### src/rtl/clk_div_multi.sv
`default_nettype none
// =============================================================================
// Module      : clk_div_multi
// Description : Multi-channel programmable tick / pulse / square / PWM
//               generator. Per-channel config is double-buffered so it is
//               applied only at a period boundary, a sync, or while disabled.
// Revision    : 1.0 - initial release
// =============================================================================
module clk_div_multi #(
  parameter int CHANNELS = 4,
  parameter int WIDTH    = 16,
  parameter int CH_W     = (CHANNELS > 1) ? $clog2(CHANNELS) : 1
) (
  input  logic                clk,
  input  logic                rst,
  input  logic                cfg_we,
  input  logic [CH_W-1:0]     cfg_ch,
  input  logic [WIDTH-1:0]    cfg_div,
  input  logic [WIDTH-1:0]    cfg_duty,
  input  logic [1:0]          cfg_mode,
  input  logic                cfg_en,
  input  logic                sync,
  output logic [CHANNELS-1:0] tick,
  output logic [CHANNELS-1:0] out,
  output logic [CHANNELS-1:0] pending
);

  localparam logic [1:0] MODE_PULSE  = 2'd0;
  localparam logic [1:0] MODE_SQUARE = 2'd1;
  localparam logic [1:0] MODE_PWM    = 2'd2;

  for (genvar i = 0; i < CHANNELS; i++) begin : g_ch
    // active configuration
    logic [WIDTH-1:0] div_a;
    logic [WIDTH-1:0] duty_a;
    logic [1:0]       mode_a;
    logic             en_a;
    // shadow configuration
    logic [WIDTH-1:0] div_s;
    logic [WIDTH-1:0] duty_s;
    logic [1:0]       mode_s;
    logic             en_s;
    // run state
    logic [WIDTH-1:0] cnt;
    logic             pend;
    logic             sq;
    logic             tick_r;
    logic             out_r;

    logic             hit;
    logic             term;
    logic             eff_pend;
    logic             apply;
    logic [WIDTH-1:0] div_n;
    logic [WIDTH-1:0] duty_n;
    logic [1:0]       mode_n;
    logic             en_n;
    logic [WIDTH-1:0] cnt_n;
    logic             pend_n;
    logic             sq_n;
    logic             tick_n;
    logic             out_n;

    always_comb begin
      hit      = cfg_we && (cfg_ch == CH_W'(i));
      term     = en_a && (cnt == div_a);
      // a write landing in an apply cycle is treated as already pending
      eff_pend = pend || hit;
      apply    = eff_pend && (!en_a || term || sync);

      div_n  = div_a;
      duty_n = duty_a;
      mode_n = mode_a;
      en_n   = en_a;
      pend_n = eff_pend;
      if (apply) begin
        div_n  = hit ? cfg_div  : div_s;
        duty_n = hit ? cfg_duty : duty_s;
        mode_n = hit ? cfg_mode : mode_s;
        en_n   = hit ? cfg_en   : en_s;
        pend_n = 1'b0;
      end

      // terminal tick of the old period still fires; sync suppresses it
      tick_n = term && !sync;

      if (!en_a || sync || apply || term) begin
        cnt_n = '0;
      end else begin
        cnt_n = cnt + WIDTH'(1);
      end

      if (!en_a || sync) begin
        sq_n = 1'b0;
      end else if (term) begin
        sq_n = ~sq;
      end else begin
        sq_n = sq;
      end

      if (!en_n) begin
        cnt_n = '0;
        sq_n  = 1'b0;
      end

      out_n = 1'b0;
      if (en_n) begin
        case (mode_n)
          MODE_PULSE:  out_n = tick_n;
          MODE_SQUARE: out_n = sq_n;
          MODE_PWM:    out_n = (cnt_n < duty_n);
          default:     out_n = 1'b0;
        endcase
      end
    end

    always_ff @(posedge clk) begin
      if (rst) begin
        div_a  <= '0;
        duty_a <= '0;
        mode_a <= '0;
        en_a   <= 1'b0;
        div_s  <= '0;
        duty_s <= '0;
        mode_s <= '0;
        en_s   <= 1'b0;
        cnt    <= '0;
        pend   <= 1'b0;
        sq     <= 1'b0;
        tick_r <= 1'b0;
        out_r  <= 1'b0;
      end else begin
        if (hit) begin
          div_s  <= cfg_div;
          duty_s <= cfg_duty;
          mode_s <= cfg_mode;
          en_s   <= cfg_en;
        end
        div_a  <= div_n;
        duty_a <= duty_n;
        mode_a <= mode_n;
        en_a   <= en_n;
        cnt    <= cnt_n;
        pend   <= pend_n;
        sq     <= sq_n;
        tick_r <= tick_n;
        out_r  <= out_n;
      end
    end

    assign tick[i]    = tick_r;
    assign out[i]     = out_r;
    assign pending[i] = pend;
  end

endmodule
`default_nettype wire

### config.mk
export PLATFORM = sky130hd
export DESIGN_NAME = clk_div_multi
export DESIGN_NICKNAME = d
export VERILOG_FILES = /design/src/rtl/clk_div_multi.sv
export SDC_FILE = /design/constraint.sdc
export NUM_CORES = 1
export LEC_CHECK = 0
export BUFFER_PORTS_ARGS = -buffer_cell sky130_fd_sc_hd__buf_2
export CAP_MARGIN = 20
export CORE_ASPECT_RATIO = 0.75
export CORE_MARGIN = 4
export CORE_UTILIZATION = 55
export CTS_BUF_LIST = sky130_fd_sc_hd__clkbuf_4
export DETAILED_ROUTE_END_ITERATION = 6
export GPL_TIMING_DRIVEN = 0
export PLACE_DENSITY = 0.82
export SLEW_MARGIN = 30
export SYNTH_ARGS = -nofsm -noshare
export SYNTH_HDL_FRONTEND = slang
export SYNTH_SLANG_ARGS = --single-unit
### constraint.sdc
create_clock -name clk -period 6.91 [get_ports clk]
set_clock_uncertainty 0.15 [all_clocks]
set_input_delay 1.0365 -clock clk [delete_from_list [all_inputs] [get_ports clk]]
set_output_delay 1.0365 -clock clk [all_outputs]
set_load 0.02 [all_outputs]
Word level (Yosys, flattened, before mapping)
Index checks and enable logic that the tools add are counted.
Operators by class
  magnitude comparators: 4
  equality and inequality tests: 15
  reductions and logical operators: 58
  mux-type cells: 52
  bitwise gates (word level): 8
  $add $sub $neg: 4
Operators with widths (number)
  2-to-1 mux 16 bit: 20
  adder 16 x 1 -> 16 bit (second input constant): 4
  == test 16 bit: 4
  less-than comparator 16 bit: 4
  logical OR 1 bit: 24
  2-to-1 mux 1 bit: 20
  logical AND 1 bit: 16
  2-to-1 mux 2 bit: 8
  OR reduction 2 bit: 8
  == test 2 bit (second input constant): 6
  case mux 1 bit (3 select lines): 4
  == test 2 x 1 -> 1 bit (second input constant): 5
  zero test 2 bit: 5
  NOT 1 bit: 8
  zero test 1 bit: 5
Storage, ports and cells
  flip-flop bits (word level): 360
  bits of input ports: 41
  output and inout bits: 12

Depth between registers and ports, before layout
Gate-level depths: netlist of run 1.
  depth after elaboration: 11
  gate-level depth with buffers: 18
  gate-level depth less buffers: 16

Least setup slack after synthesis of run 1
OpenSTA, ideal clock, no wires.
  path type: input-to-reg
  from: input port cfg_ch[1]
  to: register g_ch[1].out_r
  path buffers: 2
  setup time: 0.075 ns
  required time: 6.685 ns
  slack: 2.776 ns
  arrival: 3.910 ns
  stages: 15
  cell sequence: nand3b_1 -> buf_2 -> buf_1 -> mux2i_1 -> nand2_1 -> o21ai_0 -> ha_1 -> a21o_1 -> a21o_1 -> a21oi_1 -> a211o_1 -> a21oi_1 -> or4_1 -> o31a_1 -> o22ai_1
Between the ends
  cells in the longest elaborated chain, start to end: 10
  elaborated cells between the ends (all ways): 22
Ends and longest elaborated chain
  from (decl): RTL line 17  | input logic [CH_W-1:0] cfg_ch,
  == test 2 x 1 -> 1 bit (*): RTL line 65  | hit = cfg_we && (cfg_ch == CH_W'(i));
  logical AND 1 bit (*): RTL line 65
  logical OR 1 bit: RTL line 68  | eff_pend = pend || hit;
  logical AND 1 bit: RTL line 69  | apply = eff_pend && (!en_a || term || sync);
  logical OR 1 bit (2 in series): RTL line 87  | if (!en_a || sync || apply || term) begin
  2-to-1 mux 16 bit: RTL line 87
  2-to-1 mux 16 bit: RTL line 101  | if (!en_n) begin
  less-than comparator 16 bit: RTL line 111  | MODE_PWM: out_n = (cnt_n < duty_n);
  case mux 1 bit (3 select lines): RTL line 108  | case (mode_n)
  to (signal assigned): RTL line 147  | out_r <= out_n;
  to (decl): RTL line 48  | logic out_r;
Mark *: on every way between the ends. The rest lies on a longest branch, timed or not.
A chain may end at the register's enable or synchronous reset.

Worst setup path after layout of run 1
  from: register g_ch[1].cnt[2]
  to: register g_ch[1].out_r
Between the ends
  cells in the longest elaborated chain, start to end: 11
  elaborated cells between the ends (all ways): 24
Ends and longest elaborated chain
  from (decl): RTL line 44  | logic [WIDTH-1:0] cnt;
  from (signal assigned): RTL line 143  | cnt <= cnt_n;
  branches (longest 11 deep; another with adder 16 x 1 -> 16 bit)
Parallel ways; which one is timed is not known.

==> qor.yml, run 1 <==
worst_setup_path:
  arrival_ns: 5.00
  cp-end-kind: "flop"
  required_ns: 7.35
  r2r-end: "g_ch[1].out_r$_SDFF_PP0_"
  reg2reg_depth: 16
  cpPeakStageDelay_ns: 0.47
  r2r_setup_slack_ns: 2.35
  critPathKind: "flop to flop"
  critPathSlowestCell: "dfxtp_1"
  cp_cell_sequence: "xor2_1 > nor4_1 > nand4_2 > a21oi_4 > clkbuf_1 > nand2_1 > o21ai_0 > ha_1 > a21o_1 > a21o_1 > a21oi_1 > a211o_1 > a21oi_1 > or4_1 > o31a_1 > o22ai_1"
  critPathTopFamily: "compound AO/OA/AOI/OAI gates"
  crit_buf_inv: 1
  worstSetupStartpointType: "flop"
  cp_max_fo: 10
  reg2reg_from: "g_ch[1].cnt[2]$_SDFF_PP0_"
routing:
  wl_mm: 43.6
  num_vias: 12800
  ant_nets: 0
  drcViolationCount: 0
  viasPerCell: 5.75
  drt_iter0_drc: 1124
  dr.pass1.iters: 5
  wl_per_cell_microns: 19.5
global_routing:
  grt_pass1_wl_mm: 67.4
  grt_usage: 0.277
  grt_max_degree: 12
  overflow: 0
  first_global_vias: 12300
  antenna_found_initial: 0
power_and_ir_drop:
  power.share.clock: 0.394
  p_seq_frac: 0.507
  max-vdd-ir-drop_uv: 154
  p_leak_nw: 7.65
  switching_share: 0.265
  power.switching_mw: 1.14
  power_density_nw_per_um2: 251
  cellInternalPower_mw: 3.16
  combPwrFrac: 0.099
status:
  status: "complete, no violations"
min_path:
  min_from: "g_ch[0].duty_s[0]$_SDFF_PP0_"
  min_delay_path_depth: 2
  hp-class: "flop to flop"
  min_to: "g_ch[0].duty_s[0]$_SDFF_PP0_"
logic_synthesis:
  synth-simple-area-share: 0.190
  synthArstFlopShare: 0
  synth_cell_type_count: 53
  syn-instance-count: 1690
  synth-xor-area-share: 0.0706
  synth.area.mux_share: 0.0933
  ys_warn_count: 0
  synth_top_family_by_area: "simple AND/OR/NAND/NOR gates"
  synth_flop_cell: "dfxtp_1"
  synth-edff-count: 0
  syn_area_per_cell_sq_um: 9.10
  synth_compound_area_frac: 0.0909
  synthesis.nets: 1795
  synth_adder_area_share: 0.0520
  ys_ff_latch: 360
  seq_area_frac_synth: 0.468
  netlist_area_sq_um: 15400
finish:
  seqCellArea_sq_um: 7210
  nets: 1933
  area_delta_synth_final_pct: 11.1
  final_util: 0.627
  drive_gt1_frac: 0.125
  multi_input_area_sq_um: 7640
  fillers: 2314
timing:
  setup-tns-final_ns: 0
  period_needed_ns: 4.56
  grt_setup_unrepaired: "false"
  maxSlewHeadroom: 0.409
  fin_crit_sh: 0.661
  setup_viol: 0
  hold_viol: 0
  tightestPinTransition_ns: 0.887
  slew_violations: 0
  max_freq_mhz: 219
flow_run:
  max-cap-violations: 0
placement:
  port_buffers: 52
  gp_congestion: 0.969
  dp_hpwl_mm: 31.8
clock_tree:
  h-tree-depth: 3
  cts_buffers: 84
  cts_resized: 0
  post_cts_buffers: 0
  clk_pin_slew_ns: 0.07
  clock_latency_ns: 0.73
  cts_sinks: 360
  holdBufCountCts: 0
  cts_tree: "yes"
  root_buffer: "clkbuf_4"
  clockBufferDepth: 3
die:
  die_y_microns: 153
  boundaryPins: 53
  start_util: 0.564
  dieArea_sq_um: 30700
  rows: 52
  core_area_sq_um: 27300
  die_w_microns: 201
-- flip-flops by register name, summed over array words and instances, names as in the netlist --
register	count
g_ch.cnt	64
g_ch.div_a	64
g_ch.div_s	64
g_ch.duty_a	64
g_ch.duty_s	64
g_ch.mode_a	8
g_ch.mode_s	8
g_ch.en_a	4
g_ch.en_s	4
g_ch.out_r	4
g_ch.pend	4
g_ch.sq	4
g_ch.tick_r	4
-- area by class of cell --
class | count | share of cell area
antenna | 1 | 0.000146
clock inverter | 12 | 0.00571
clock buffer | 122 | 0.0536
inverter | 10 | 0.00219
timing repair buffer | 52 | 0.0152
sequential | 360 | 0.421
multi-input combinational | 1210 | 0.447
tap | 351 | 0.0257
buffer | 110 | 0.0295
-- metrics by stage --
step	cells	worst slack (ns)	cell area, sq um	total power [mW]	hold WS, ns
floorplan	1690	2.78	15400	2.49	0.278
detailed placement	2093	1.87	16100	2.64	0.301
finish	2228	2.35	17100	4.30	0.316
global route	2227	2.08	17100	4.46	0.325
CTS	2227	2.39	17100	4.31	0.316
global placement	2093	1.99	16100	2.62	0.297
-- placed cells by master (no fill, tap or decap), types with 3 or more instances in the layout --
cell type	synthesis	routed
nand2b_1	7	7
inv_1	10	10
mux2i_1	140	140
buf_2	25	77
nand2_1	103	103
nor2_1	364	364
xor2_1	96	96
xnor2_1	28	28
o22ai_1	3	3
a211o_1	3	3
nand3b_1	3	3
and3_1	21	21
a221oi_1	4	4
nand4_1	18	18
buf_1	11	11
clkbuf_4	0	122
a21o_1	20	20
nor2b_1	13	13
a211oi_1	67	67
clkbuf_1	58	58
clkinv_1	0	8
o21ai_0	74	74
nor3_1	70	70
buf_4	16	16
nor4_1	14	14
nor4_2	4	4
a21oi_1	27	27
dfxtp_1	360	360
nand3_1	33	33
ha_1	64	64
-- kinds of logic (layout without fill, tap and decap cells) --
family	after synthesis	after routing
AOI/OAI and AO/OA	216	216
xor gates and xnor gates	124	124
adders and majority gates	64	64
buffers and inverters	120	306
DFF	360	360
muxes	143	143
other	0	1
and+or+nand+nor	663	663
-- worst reg2reg max path, stage by stage, from the launching register on --
cell and delay (ns):
dfxtp_1 0.47, xor2_1 0.11, nor4_1 0.46, nand4_2 0.32, a21oi_4 0.31, clkbuf_1 0.41
nand2_1 0.09, o21ai_0 0.14, ha_1 0.30, a21o_1 0.16, a21o_1 0.17, a21oi_1 0.20
a211o_1 0.18, a21oi_1 0.04, or4_1 0.42, o31a_1 0.30, o22ai_1 0.25
-- how the worst max path moves through the flow --
stage | slack [ns] | from | cells past startpoint | endpoint
finish | 2.35 | g_ch[1].cnt[2]$_SDFF_PP0_ | 16 | g_ch[1].out_r$_SDFF_PP0_
global route | 2.08 | g_ch[0].cnt[11]$_SDFF_PP0_ | 16 | g_ch[0].out_r$_SDFF_PP0_
global placement | 1.99 | cfg_ch[1] | 16 | g_ch[1].out_r$_SDFF_PP0_
floorplan | 2.78 | cfg_ch[1] | 15 | g_ch[1].out_r$_SDFF_PP0_
CTS | 2.39 | g_ch[1].cnt[2]$_SDFF_PP0_ | 16 | g_ch[1].out_r$_SDFF_PP0_
detailed placement | 1.87 | cfg_ch[1] | 16 | g_ch[1].out_r$_SDFF_PP0_
-- cells in the mapped netlist, types with 4 or more instances --
master	number	area, sq um
nor3_1	70	350
nand4_1	18	113
inv_1	10	37.5
a21o_1	20	150
nand2b_1	7	43.8
a221oi_1	4	35.0
mux2i_1	140	1400
buf_1	11	41.3
ha_1	64	801
a211oi_1	67	503
buf_4	16	120
xor2_1	96	841
o21ai_0	74	370
nor4_1	14	87.6
and3_1	21	131
buf_2	25	125
nand3_1	33	165
a21oi_1	27	135
nand2_1	103	387
dfxtp_1	360	7210
nor4_2	4	50.1
xnor2_1	28	245
nor2_1	364	1370
nor2b_1	13	81.3
clkbuf_1	58	218
-- metal layers --
| layer | wire [microns] | global-route usage | part of all wire | vias up |
|---|---|---|---|---|
| li1 | - | - | - | 6110 |
| met1 | 20000 | 0.403 | 0.46 | 6047 |
| met2 | 17500 | 0.392 | 0.40 | 545 |
| met3 | 4650 | 0.0771 | 0.11 | 101 |
| met4 | 1400 | 0.0996 | 0.032 | 0 |
| met5 | 0 | 0 | 0 | - |
-- power groups by stage --
stage          clock, mW  combinational [mW]  sequential, mW
2_1_floorplan          0               0.278            2.21
3_3_place_gp           0               0.402            2.22
3_5_place_dp           0               0.414            2.22
4_1_cts             1.71               0.418            2.18
5_1_grt             1.82               0.466            2.18
6_report            1.69               0.427            2.18
No activity file was read; power rests on OpenSTA's default activity.
==> run 2, diff against run 1 <==
- ABC_AREA: unset -> 1
- PLACE_DENSITY: 0.82 -> 0.85
- clock period: 6.91 -> 4.15 ns (I/O delays scaled with it)
==> qor.yml, run 2 <==
power_and_ir_drop:
  p_seq_frac: 0.507  # about the same
  switching_share: 0.269  # +0.00480
  power.share.clock: 0.394  # about the same
  p_leak_nw: 7.73  # +0.97%
  power_density_nw_per_um2: 404  # +61%
  combPwrFrac: 0.099  # about the same
  cellInternalPower_mw: 5.22  # +65%
  max-vdd-ir-drop_uv: 273  # +77%
  power.switching_mw: 1.93  # +69%
clock_tree:
  clk_pin_slew_ns: 0.07  # about the same
  cts_tree: "yes"
  root_buffer: "clkbuf_4"
  post_cts_buffers: 0  # unchanged
  clockBufferDepth: 3  # unchanged
  cts_buffers: 83  # -1.2%
  cts_sinks: 360  # unchanged
  clock_latency_ns: 0.74  # about the same
  holdBufCountCts: 1  # +1
  h-tree-depth: 3  # unchanged
  cts_resized: 0  # unchanged
logic_synthesis:
  synth-edff-count: 0  # unchanged
  synth.most_common_cell: "nor2_1"
  syn_area_per_cell_sq_um: 8.12  # -11%
  synth_flop_cell: "dfxtp_1"
  ys_warn_count: 0  # unchanged
  synth_common_cells: "405 x nor2_1, 360 x dfxtp_1, 275 x nand2_1, 137 x inv_1, 132 x mux2i_1"
  synthesis.nets: 2064  # +15%
  synth_top_cell_by_area: "dfxtp_1"
  ys_ff_latch: 360  # unchanged
  netlist_area_sq_um: 15900  # +3.4%
  synthDominantCellAreaShare: 0.453  # -0.0154
  synth_cell_type_count: 46  # -13%
  synth.area.top_cells: "dfxtp_1 45%, nor2_1 9.6%, mux2i_1 8.3%, nand2_1 6.5%, ha_1 5.0%"
  synthArstFlopShare: 0  # unchanged
  syn-instance-count: 1959  # +16%
  seq_area_frac_synth: 0.453  # -0.0154
global_routing:
  overflow: 0  # unchanged
  first_global_vias: 13300  # +8.1%
  grt_max_degree: 12  # unchanged
  grt_usage: 0.274  # -0.00237
  antenna_found_initial: 0  # unchanged
  grt_pass1_wl_mm: 68.6  # +1.8%
finish:
  fin_cells: 2543  # +14%
  final_util: 0.626  # -0.000913
  area_delta_synth_final_pct: 11.2  # about the same
  nets: 2201  # +14%
  diodes: 0  # -1
  drive_gt1_frac: 0.130  # +0.00495
  final_cell_mix: "405 x nor2_1, 360 x dfxtp_1, 275 x nand2_1"
  mostFrequentLayoutCell: "nor2_1"
routing:
  ant_nets: 0  # unchanged
  top_layer: "met4"
  viasPerCell: 5.45  # -5.2%
  wl_met1_mm: 18.9  # -5.8%
  dr.pass1.iters: 5  # unchanged
  wl_mm: 43.7  # +0.31%
  wl_per_cell_microns: 17.2  # -12%
  num_vias: 13900  # +8.2%
  met2_length_mm: 18.5  # +5.9%
  wl_met3_mm: 4.32  # -6.9%
  drcViolationCount: 0  # unchanged
  drt_iter0_drc: 1103  # -1.9%
worst_setup_path:
  r2r-end: "g_ch[3].out_r$_SDFF_PP0_"
  cp_cell_sequence: "inv_1 > nand2_1 > nand2_1 > nor2_1 > nand2_1 > nor2_2 > nand2_2 > nand2_2 > buf_2 > buf_1 > nor3_1 > ha_1 > a21oi_1 > nor2_1 > a2111oi_0 > nand3_1 > nand3_1 > nand2_1 > inv_1"
  worstSetupStartpointType: "flop"
  cp-end-kind: "flop"
  path_common_cell: "nand2_1"
  critPathSlowestCell: "buf_1"
  r2r_setup_slack_ns: 0.66  # -1.69 ns
  reg2reg_from: "g_ch[3].cnt[2]$_SDFF_PP0_"
  required_ns: 4.68  # -2.67 ns
  cpPeakStageDelay_ns: 0.46  # about the same
  crit_buf_inv: 4  # +3
  reg2reg_depth: 19  # +3
  critPathKind: "flop to flop"
  critPathTopFamily: "simple AND/OR/NAND/NOR gates"
  arrival_ns: 4.02  # -0.98 ns
  cp_max_fo: 10  # unchanged
placement:
  dp_hpwl_mm: 32.2  # +1.1%
  gp_congestion: 0.919  # -5.1%
  port_buffers: 51  # -1.9%
  place_inst: 2395  # +14%
  dpl_worst_slack_ns: 0.345  # -1.52 ns
timing:
  period_needed_ns: 3.49  # -1.07 ns
  setup-tns-final_ns: 0  # unchanged
  fin_crit_sh: 0.841  # +0.181
  max_freq_mhz: 286  # +31%
  hold_slack_ns: 0.140  # -0.176 ns
  final.setup.worst_slack_ns: 0.659  # -1.69 ns
  maxSlewHeadroom: 0.335  # -0.0740
  slew_violations: 0  # unchanged
  grt_setup_unrepaired: "false"
  hold_viol: 0  # unchanged
  setup_viol: 0  # unchanged
  tightestPinTransition_ns: 0.998  # +0.111 ns
die:
  dieArea_sq_um: 31700  # +3.2%
  boundaryPins: 53  # unchanged
  rows: 53  # +1.9%
  core_area_sq_um: 28200  # +3.6%
  start_util: 0.563  # -0.00128
  die_w_microns: 204  # +1.6%
  die_y_microns: 155  # +1.6%
status:
  status: "complete, no violations"
min_path:
  min_delay_path_depth: 3  # +1
  min_from: "cfg_div[0]"
  hp-class: "input pin to flop"
  min_to: "g_ch[2].div_s[0]$_SDFF_PP0_"
flow_run:
  max-cap-violations: 0  # unchanged
-- run 2: cell count changes after synthesis, moves of 18 or more --
cell / delta
nor2_1: +41
xor2_1: -64
nand2_1: +172
o21ai_0: -29
a21o_1: -20
and3_1: -20
inv_1: +127
inv_2: +18
o21ai_1: +47
-- run 2: layout make-up --
type,instances,area [sq um]
buffer,104,527
clock buffer,123,923
clock inverter,24,116
fill,2419,10600
inverter,157,593
multi-input combinational,1338,7580
sequential,360,7210
tap,385,482
timing repair buffer,52,265
-- run 2: per-layer routing --
metal,track usage,vias up
met5,0,-
met4,0.128,0
met3,0.0775,142
met2,0.420,534
met1,0.360,6432
li1,-,6748
-- run 2: worst max path at each step --
stage / startpoint / end / cells after the start
2_1_floorplan: cfg_ch[1] / g_ch[0].out_r$_SDFF_PP0_ / 14
3_3_place_gp: cfg_ch[0] / g_ch[1].out_r$_SDFF_PP0_ / 16
3_5_place_dp: cfg_ch[0] / g_ch[1].out_r$_SDFF_PP0_ / 16
4_1_cts: g_ch[3].cnt[12]$_SDFF_PP0_ / g_ch[3].out_r$_SDFF_PP0_ / 19
5_1_grt: g_ch[1].cnt[11]$_SDFF_PP0_ / g_ch[1].out_r$_SDFF_PP0_ / 20
6_report: g_ch[3].cnt[2]$_SDFF_PP0_ / g_ch[3].out_r$_SDFF_PP0_ / 19
-- run 2: logic make-up (layout without fill, tap and decap cells) --
| logic type | Yosys count | after routing | synth area share |
|---|---|---|---|
| buffers and inverters | 261 | 460 | 0.0703 |
| AO/OA/AOI/OAI | 214 | 214 | 0.0808 |
| AND/OR/NAND/NOR | 876 | 876 | 0.234 |
| XOR/XNOR | 52 | 52 | 0.0286 |
| flip-flops | 360 | 360 | 0.453 |
| multiplexers | 132 | 132 | 0.0831 |
| adder cells (fa/ha/maj) | 64 | 64 | 0.0503 |
-- run 2: metrics by stage --
stage          power [mW]  cell area [sq um]
2_1_floorplan        4.15              15900
3_3_place_gp         4.36              16600
3_5_place_dp         4.39              16600
4_1_cts              7.17              17700
5_1_grt              7.45              17700
6_report             7.14              17700
-- run 2: power groups by stage --
stage / logic, mW / clock network (mW) / registers (mW)
2_1_floorplan: 0.469 / 0 / 3.68
3_3_place_gp: 0.665 / 0 / 3.69
3_5_place_dp: 0.690 / 0 / 3.70
4_1_cts: 0.695 / 2.85 / 3.62
5_1_grt: 0.778 / 3.04 / 3.63
6_report: 0.708 / 2.82 / 3.62
-- run 2: worst register-to-register path: stages (launching register included) --
cell,delay [ns]
dfxtp_1,0.40
inv_1,0.08
nand2_1,0.07
nand2_1,0.06
nor2_1,0.12
nand2_1,0.08
nor2_2,0.11
nand2_2,0.12
nand2_2,0.11
buf_2,0.23
buf_1,0.46
nor3_1,0.15
ha_1,0.32
a21oi_1,0.14
nor2_1,0.05
a2111oi_0,0.44
nand3_1,0.15
nand3_1,0.09
nand2_1,0.05
inv_1,0.05
==> run 3, diff against run 2 <==
- clock period: 4.15 -> 3.2 ns (I/O delays scaled with it)
==> qor.yml, run 3 (synthesis results as in run 2) <==
status:
  violations: "setup timing"
  status: "complete, but fails checks"
timing:
  grt_setup_unrepaired: "true"
  period_needed_ns: 3.39  # -0.102 ns
  hold_viol: 0  # unchanged
  max_freq_mhz: 295  # +3.0%
  maxSlewHeadroom: 0.346  # +0.0114
  setup_viol: 1  # +1
  fin_crit_sh: 1.06  # +0.218
  slew_violations: 0  # unchanged
  tightestPinTransition_ns: 0.981  # -0.0171 ns
  setup-tns-final_ns: -0.189  # -0.189 ns
  final.setup.worst_slack_ns: -0.189  # -0.848 ns
power_and_ir_drop:
  power_density_nw_per_um2: 507  # +26%
  combPwrFrac: 0.105  # +0.006
  p_seq_frac: 0.503  # -0.004
  max-vdd-ir-drop_uv: 339  # +24%
  p_leak_nw: 8.05  # +4.2%
  p_total_mw: 9.34  # +31%
  cellInternalPower_mw: 6.81  # +30%
  switching_share: 0.271  # +0.00171
  power.share.clock: 0.392  # -0.002
  power.switching_mw: 2.53  # +32%
flow_run:
  max-cap-violations: 0  # unchanged
routing:
  drt_iter0_drc: 1315  # +19%
  viasPerCell: 5.46  # +0.30%
  drcViolationCount: 0  # unchanged
  dr.pass1.iters: 5  # unchanged
  wl_per_cell_microns: 17.6  # +2.2%
  ant_nets: 0  # unchanged
  wl_mm: 45.4  # +3.9%
  num_vias: 14100  # +2.0%
global_routing:
  grt_util_met1: 0.362  # +0.00119
  overflow: 0  # unchanged
  grt_max_degree: 20  # +8
  grt_pass1_wl_mm: 68.8  # +0.32%
  first_global_vias: 13400  # +0.44%
  antenna_found_initial: 0  # unchanged
  grt.met2_usage: 0.424  # +0.00332
  grt_usage: 0.275  # +0.000890
  top_usage_layer: "met2"
  gr-usage-met3: 0.0761  # -0.00146
clock_tree:
  root_buffer: "clkbuf_4"
  cts_sinks: 360  # unchanged
  cts_tree: "yes"
  h-tree-depth: 3  # unchanged
  clk_pin_slew_ns: 0.07  # about the same
  clock_latency_ns: 0.75  # about the same
  clockBufferDepth: 3  # unchanged
  cts_buffers: 83  # unchanged
worst_setup_path:
  path_common_cell: "nand2_1"
  cp-end-kind: "flop"
  critPathTopFamily: "simple AND/OR/NAND/NOR gates"
  critPathSlowestCell: "dfxtp_2"
  crit_buf_inv: 3  # -1
  r2r_setup_slack_ns: -0.19  # -0.85 ns
  cp_cell_sequence: "inv_2 > nor3_2 > nand2_1 > nor2_1 > nand2_1 > nor2_2 > nand2_2 > nor3_4 > nand2_2 > nor2_4 > inv_2 > nor3_4 > nor3_2 > ha_1 > a21oi_2 > nor2_1 > a2111oi_2 > nand3_1 > nand3_1 > nand2_1 > inv_1"
  worstSetupStartpointType: "flop"
  critPathKind: "flop to flop"
  cp_max_fo: 3  # -7
  cpPeakStageDelay_ns: 0.36  # -0.10 ns
  arrival_ns: 3.92  # -0.10 ns
  required_ns: 3.73  # -0.95 ns
die:
  core_area_sq_um: 28200  # unchanged
  die_y_microns: 155  # unchanged
  rows: 53  # unchanged
  start_util: 0.563  # unchanged
  dieArea_sq_um: 31700  # unchanged
  die_w_microns: 204  # unchanged
  boundaryPins: 53  # unchanged
placement:
  gp_congestion: 0.919  # unchanged
  dp_hpwl_mm: 32.2  # unchanged
  port_buffers: 51  # unchanged
finish:
  diodes: 0  # unchanged
  nets: 2243  # +1.9%
  area_delta_synth_final_pct: 15.9
  seqCellArea_sq_um: 7230  # +0.36%
  multi_input_area_sq_um: 7870  # +3.7%
  final_cell_mix: "399 x nor2_1, 343 x dfxtp_1, 271 x nand2_1"
  drive_gt1_frac: 0.175  # +0.0448
  fillers: 2287  # -5.5%
  mostFrequentLayoutCell: "nor2_1"
min_path:
  hp-class: "input pin to flop"
## run 3: cell count changes in the layout (fill, tap and decap cells not counted), sizes merged
cell,change
buf,+26
dlygate4sd3,+14
clkbuf,+2
## run 3: metrics by stage
stage	setup WS (ns)	std cells	utilization	hold WS, ns	instance area (sq um)
CTS	0.0153	2563	0.635	0.000642	17900
global route	-0.311	2585	0.652	0.0198	18400
floorplan	0.319	1959	-	0.306	15900
finish	-0.189	2585	0.652	0.0246	18400
detailed placement	-0.463	2395	0.589	0.329	16600
global placement	-0.423	2395	0.589	0.319	16600
## run 3: path summary, 6_finish.rpt
check                                                   start                            end  depth (start not counted)
worst max-delay path                g_ch[3].cnt[2]$_SDFF_PP0_       g_ch[3].out_r$_SDFF_PP0_                         21
worst min-delay path                                cfg_ch[0]        g_ch[0].pend$_SDFF_PP0_                          4
worst max register to register      g_ch[3].cnt[2]$_SDFF_PP0_       g_ch[3].out_r$_SDFF_PP0_                         21
worst min register to register  g_ch[1].duty_s[10]$_SDFF_PP0_  g_ch[1].duty_s[10]$_SDFF_PP0_                          2
## run 3: cell type report
cell class | instances | share of cell area
buffer | 103 | 0.0324
sequential | 360 | 0.392
clock buffer | 123 | 0.0501
timing repair buffer | 95 | 0.0338
clock inverter | 24 | 0.00631
inverter | 157 | 0.0322
tap | 385 | 0.0261
multi-input combinational | 1338 | 0.427
## run 3: power by group through the flow
stage	sequential [mW]	clock (mW)	combinational (mW)
6_report	4.70	3.66	0.982
5_1_grt	4.71	3.95	1.07
4_1_cts	4.69	3.70	0.920
3_5_place_dp	4.80	0	0.895
3_3_place_gp	4.79	0	0.862
2_1_floorplan	4.78	0	0.609
## run 3: worst register-to-register path: cells and delay by family (launching register included)
kind,cells,cell delay [ns]
buf+inv,3,0.16
flops,1,0.36
compound gates,2,0.47
simple gates,15,1.84
fa+ha+maj,1,0.34
## run 3: repair_timing
action / in CTS / in global routing
hold endpoints to repair: 35 / 0
gates resized for setup: 20 / 99
setup buffers: 7 / 22
hold buffers: 15 / 0
pin swaps: 3 / 30
endpoints found under the setup margin: 4 / 4
cloned: 0 / 0
## run 3: layer usage
metal / routed length, microns / up-vias / share of wire
li1: - / 6840 / -
met1: 18800 / 6548 / 0.41
met2: 19600 / 600 / 0.43
met3: 4900 / 139 / 0.11
met4: 2030 / 0 / 0.045
met5: 0 / - / 0
